[src/rtl/serial_pattern_gen.sv]
// ---------------------------------------------------------------------------
// serial_pattern_gen
//
// Programmable serial stimulus source. A parallel pattern is accepted through
// a valid/ready handshake and shifted out MSB-first (bit [len-1] first) on a
// single line. Each bit is held for HOLD clocks. The pattern can loop
// continuously, and it can be aborted early with stop.
//
// Parameters:
//   WIDTH       maximum pattern length in bits (>= 1)
//   HOLD        clock cycles each bit is held on out_a (>= 1)
//   IDLE_LEVEL  level driven on out_a when no pattern data is being sent
//
// Ports:
//   clock      in   system clock, rising-edge active
//   reset_n    in   asynchronous active-low reset
//   pat_data   in   pattern; bit [pat_len-1] is sent first
//   pat_len    in   number of bits to send (values above WIDTH are clamped)
//   pat_valid  in   pattern offered
//   pat_ready  out  high in IDLE; a pattern is accepted on valid && ready
//   repeat_en  in   loop the pattern at the end of a pass
//   stop       in   abort the current pattern (only acted on while shifting)
//   out_a      out  serial bit, registered
//   out_valid  out  out_a carries pattern data
//   done       out  one-cycle pulse when a pattern finishes or is aborted
//   bit_idx    out  index of the bit being driven (0 = first bit sent)
// ---------------------------------------------------------------------------
module serial_pattern_gen #(
    parameter int   WIDTH      = 8,
    parameter int   HOLD       = 3,
    parameter logic IDLE_LEVEL = 1'b1,
    localparam int  LEN_W      = $clog2(WIDTH + 1),
    localparam int  IDX_W      = (WIDTH > 1) ? $clog2(WIDTH) : 1
) (
    input  logic             clock,
    input  logic             reset_n,
    input  logic [WIDTH-1:0] pat_data,
    input  logic [LEN_W-1:0] pat_len,
    input  logic             pat_valid,
    output logic             pat_ready,
    input  logic             repeat_en,
    input  logic             stop,
    output logic             out_a,
    output logic             out_valid,
    output logic             done,
    output logic [IDX_W-1:0] bit_idx
);

    localparam int HC_W = (HOLD > 1) ? $clog2(HOLD) : 1;

    localparam logic [1:0] S_IDLE  = 2'd0;
    localparam logic [1:0] S_SHIFT = 2'd1;
    localparam logic [1:0] S_DONE  = 2'd2;

    logic [1:0]       state;
    logic [WIDTH-1:0] data_q;
    logic [LEN_W-1:0] len_q;
    logic [HC_W-1:0]  hold_cnt;

    logic [LEN_W-1:0] len_in;
    logic [WIDTH-1:0] first_shift;   // incoming pattern aligned to its first bit
    logic [WIDTH-1:0] next_shift;    // stored pattern aligned to the following bit
    logic [WIDTH-1:0] restart_shift; // stored pattern aligned to its first bit
    logic             last_hold;
    logic             last_bit;
    logic             finish_pass;

    // Bits are picked by shifting the word down and taking bit 0, which keeps
    // the select width independent of the length counter width.
    // NOTE: every signal assigned in always_comb gets a value on every path,
    // otherwise synthesis infers a latch to hold the old value.
    always_comb begin
        len_in        = (pat_len > LEN_W'(WIDTH)) ? LEN_W'(WIDTH) : pat_len;
        first_shift   = pat_data >> (len_in - LEN_W'(1));
        next_shift    = data_q >> (len_q - LEN_W'(2) - LEN_W'(bit_idx));
        restart_shift = data_q >> (len_q - LEN_W'(1));
        last_hold     = (hold_cnt == HC_W'(HOLD - 1));
        last_bit      = (LEN_W'(bit_idx) == len_q - LEN_W'(1));
        // Leave SHIFT on an abort, or at the end of a pass that does not loop.
        finish_pass   = (state == S_SHIFT) &&
                        (stop || (last_hold && last_bit && !repeat_en));
    end

    assign pat_ready = (state == S_IDLE);

    // NOTE: state is updated with non-blocking assignments so every flop
    // samples the values from before the clock edge, independent of the
    // order of the statements.
    always_ff @(posedge clock or negedge reset_n) begin
        if (!reset_n) begin
            state     <= S_IDLE;
            data_q    <= '0;
            len_q     <= '0;
            hold_cnt  <= '0;
            bit_idx   <= '0;
            out_a     <= IDLE_LEVEL;
            out_valid <= 1'b0;
            done      <= 1'b0;
        end else begin
            done <= 1'b0;
            case (state)
                S_IDLE: begin
                    if (pat_valid) begin
                        data_q   <= pat_data;
                        len_q    <= len_in;
                        bit_idx  <= '0;
                        hold_cnt <= '0;
                        if (len_in == '0) begin
                            // Empty pattern: report completion without data.
                            state <= S_DONE;
                            done  <= 1'b1;
                        end else begin
                            state     <= S_SHIFT;
                            out_valid <= 1'b1;
                            out_a     <= first_shift[0];
                        end
                    end
                end

                S_SHIFT: begin
                    if (finish_pass) begin
                        state     <= S_DONE;
                        done      <= 1'b1;
                        out_valid <= 1'b0;
                        out_a     <= IDLE_LEVEL;
                        bit_idx   <= '0;
                        hold_cnt  <= '0;
                    end else if (last_hold) begin
                        hold_cnt <= '0;
                        if (!last_bit) begin
                            bit_idx <= bit_idx + IDX_W'(1);
                            out_a   <= next_shift[0];
                        end else begin
                            // Looping: start the next pass with no idle gap.
                            bit_idx <= '0;
                            out_a   <= restart_shift[0];
                        end
                    end else begin
                        hold_cnt <= hold_cnt + HC_W'(1);
                    end
                end

                S_DONE: begin
                    state <= S_IDLE;
                end

                default: begin
                    state <= S_IDLE;
                end
            endcase
        end
    end

endmodule

[config.mk]
export PLATFORM = sky130hd
export DESIGN_NAME = serial_pattern_gen
export DESIGN_NICKNAME = d
export VERILOG_FILES = /design/src/rtl/serial_pattern_gen.sv
export SDC_FILE = /design/constraint.sdc
export NUM_CORES = 1
export LEC_CHECK = 0
export BUFFER_PORTS_ARGS = -buffer_cell sky130_fd_sc_hd__buf_2
export CAP_MARGIN = 20
export CORE_ASPECT_RATIO = 2
export CORE_MARGIN = 8
export CORE_UTILIZATION = 40
export DETAILED_ROUTE_END_ITERATION = 6
export PLACE_DENSITY_LB_ADDON = 0.2
export REMOVE_ABC_BUFFERS = 1
export SYNTH_ARGS = -nofsm -noshare
export SYNTH_HDL_FRONTEND = slang
export SYNTH_SLANG_ARGS = --single-unit
[constraint.sdc]
create_clock -name clock -period 2.9 [get_ports clock]
set_input_delay 0.725 -clock clock [delete_from_list [all_inputs] [get_ports clock]]
set_output_delay 0.725 -clock clock [all_outputs]
set_load 0.05 [all_outputs]
==> key figures <==
Outcome
  – Status: complete, no violations

Timing
  – Final min period: 2740 ps
  – Slew Limit Headroom: 65.8%
  – FMAX: 0.365 GHz
  – Final setup viols: 0
  – Pins Over Slew Limit: 0
  – Crit share post-route: 94.4%
  – Worst-Margin Slew: 513 ps
  – Clock skew: 4.59 ps
  – Final hold vios: 0
  – RSZ-0062 raised after global routing: no

Floorplan
  – Core ar.: 3380 um^2
  – Die Y: 99.7 um
  – Initial Util: 41.5%
  – Die X: 57.9 um
  – Site Rows: 30
  – Die area: 5770 um^2
  – IO Pins: 24

Synth
  – Largest cells by area after synthesis: dfrtp_1 38%, mux2_2 8.0%, ha_1 7.1%
  – Synthesized area per cell: 10.4 um^2
  – Number of flops mapped to enable cells by yosys: 0
  – Distinct cells, synth: 37
  – Post-synth top area cell: dfrtp_1
  – Post-synthesis cell count: 135
  – Asr flop ratio synth: 100%
  – Most frequent cell after synthesis: dfrtp_1
  – Post-Syn Area: 1400 um^2
  – Commonest register cell after synthesis: dfrtp_1
  – Synth top area share: 37.5%
  – #FFs+latches synth: 22
  – Seq/Total Area, Yosys: 39.4%
  – Synth warnings: 0
  – Most frequent cells after synthesis: 21 x dfrtp_1, 12 x nand2_1, 11 x inv_1

Critical path
  – Critical Setup Path Class: register to register
  – Largest fanout on the critical path: 3
  – Crit. End Element: register
  – Req. time, crit path: 3070 ps
  – Reg2Reg Depth: 11
  – CP arrival: 2910 ps
  – Worst setup SP type: register
  – FF-to-FF Start: len_q[1]$_DFFE_PN0P_
  – Crit-path slowest cell: mux4_2
  – Crit path cell chain: inv_1, ha_1, inv_1, ha_1, fa_1, inv_1, a41o_1, o211ai_2, mux4_2, a311oi_2, a221oi_1
  – Most used cell, CP: inv_1
  – Worst path max stage delay: 530 ps
  – Critical Path Source: len_q[1]$_DFFE_PN0P_

Placed design
  – DP Area: 1580 um^2
  – Placed cells: 192
  – Port bufs: 23
  – GP Congestion: 0.875
  – DP HPWL: 2620 um

Route
  – TritonRoute pass-1 iters: 4
  – Vias per std cell: 5.46
  – Final WL: 3250 um
  – DRC: 0
  – Antenna viol nets, final: 0
  – Via count: 1081
  – Iteration-0 DRC Markers: 22
  – Wire per inst: 16.4 um

Clocking
  – CTS tree: yes
  – Clk_lat worst skew: 260 ps
  – CTS sink cnt: 22
  – CTS Buf Count: 3
  – Clk root buf: clkbuf_8
  – H-tree depth: 1
  – Bufs on Longest Clock Path: 2
  – Hold-fix buffers, CTS: 0
  – Clk slew on worst S/H paths: 80 ps

Power
  – Leak pwr: 0.793 nW
  – Power Dens Cells: 932 nW/um^2
  – Max VDD drop: 0.496 mV

Global route
  – Remaining Overflow, GRT: 0
  – Largest net degree at the start of global routing: 23
  – Initial antenna violation count: 0
  – First-pass GRT wire length: 5470 um
  – Vias in the first global route: 1207
  – Tot GR Track Use: 12.0%

Final layout
  – Number of diodes: 0
  – Area delta synth->final: 17.9%
  – Fillcell total: 329
  – Final Util: 48.9%
  – Layout cells sized above 1: 31.9%
  – Final nets: 193
  – Finished Cell Area: 1650 um^2
  – Final Non-Filler Cells: 198

Flow run
  – Max Cap Viol: 0

Min path
  – Worst hold path class: primary input to async pin
-- flip-flops by register name, summed over array words and instances, names as in the netlist --
name and cells:
data_q 8, len_q 4, bit_idx 3, hold_cnt 2
state 2, done 1, out_a 1, out_valid 1
-- layout by cell type, fill, tap and decap left out, types with 3 or more instances in the layout --
master | Yosys | layout
a21oi_1 | 3 | 3
buf_2 | 0 | 23
buf_4 | 0 | 7
clkbuf_8 | 0 | 4
dfrtp_1 | 21 | 21
ha_1 | 8 | 8
inv_1 | 11 | 11
mux2_2 | 10 | 10
mux4_2 | 3 | 3
nand2_1 | 12 | 12
nand2b_1 | 9 | 9
nand3_1 | 3 | 3
nor2_1 | 7 | 7
nor2b_1 | 3 | 3
o21ai_0 | 8 | 8
o21ai_1 | 4 | 4
o31ai_1 | 3 | 3
xor2_1 | 4 | 4
-- worst max-delay path, delay by kind of cell (launching register included) --
kind | cells | cell delay [ps]
adders and majority gates | 3 | 960
AOI/OAI and AO/OA | 4 | 670
DFF | 1 | 350
muxes | 1 | 530
buffers and inverters | 3 | 150
-- metrics by stage --
stage	setup slack (ps)	total power, mW	TNS (ps)	hold WS (ps)
after floorplan	-54.8	1.10	-54.8	429
after global placement	142	1.28	0	461
after detailed placement	95.9	1.30	0	467
after CTS	99.3	1.53	0	443
after global routing	5.41	1.67	0	462
final	162	1.54	0	426
-- layer usage --
layer	vias up	part of all wire (%)	global-route usage [%]	routed length, um
met1	513	41	13.1	1320
met3	4	2.2	1.68	73
li1	544	-	-	-
met2	20	56	22.4	1810
met5	-	0	0	0
met4	0	1.4	3.99	44
-- power breakdown --
part           leakage (nW)  switching [mW]  internal [mW]  total (mW)
registers             0.273          0.0798          0.420       0.500
logic                 0.492           0.461          0.355       0.816
clock network        0.0288           0.102          0.121       0.223
-- cell families (layout without fill, tap and decap cells) --
group,count (synthesis),count (layout),synth area share (%)
muxes,13,13,12.9
buffers and inverters,14,45,4.29
adders and majority gates,9,9,8.57
xor gates and xnor gates,7,7,5.36
and+or+nand+nor,39,39,14.6
DFF,22,22,39.4
AOI/OAI and AO/OA,31,31,15.0
-- timing repair --
| action | CTS | global route |
|---|---|---|
| setup buffers | 0 | 2 |
| resized for setup | 0 | 1 |
| endpoints found under the setup margin | 0 | 1 |
-- cell type report --
class                           count  area (um^2)  share of cell area [%]
Timing Repair Buffer               30          168                    10.2
Tap cell                           32         40.0                    2.42
Clock buffer                        4         55.1                    3.33
Multi-Input combinational cell     99          796                    48.2
Sequential cell                    22          552                    33.4
Inverter                           11         41.3                    2.50
-- worst paths after layout --
kind | to | slack [ps]
max | out_a$_DFFE_PN1P_ | 160
max in group asynchronous | out_a$_DFFE_PN1P_ | 2120
min | len_q[3]$_DFFE_PN0P_ | 430
max reg2reg | out_a$_DFFE_PN1P_ | 160
min in group clock | out_valid$_DFFE_PN0P_ | 490
min reg2reg | out_valid$_DFFE_PN0P_ | 490
Power figures use the tool's default switching activity.
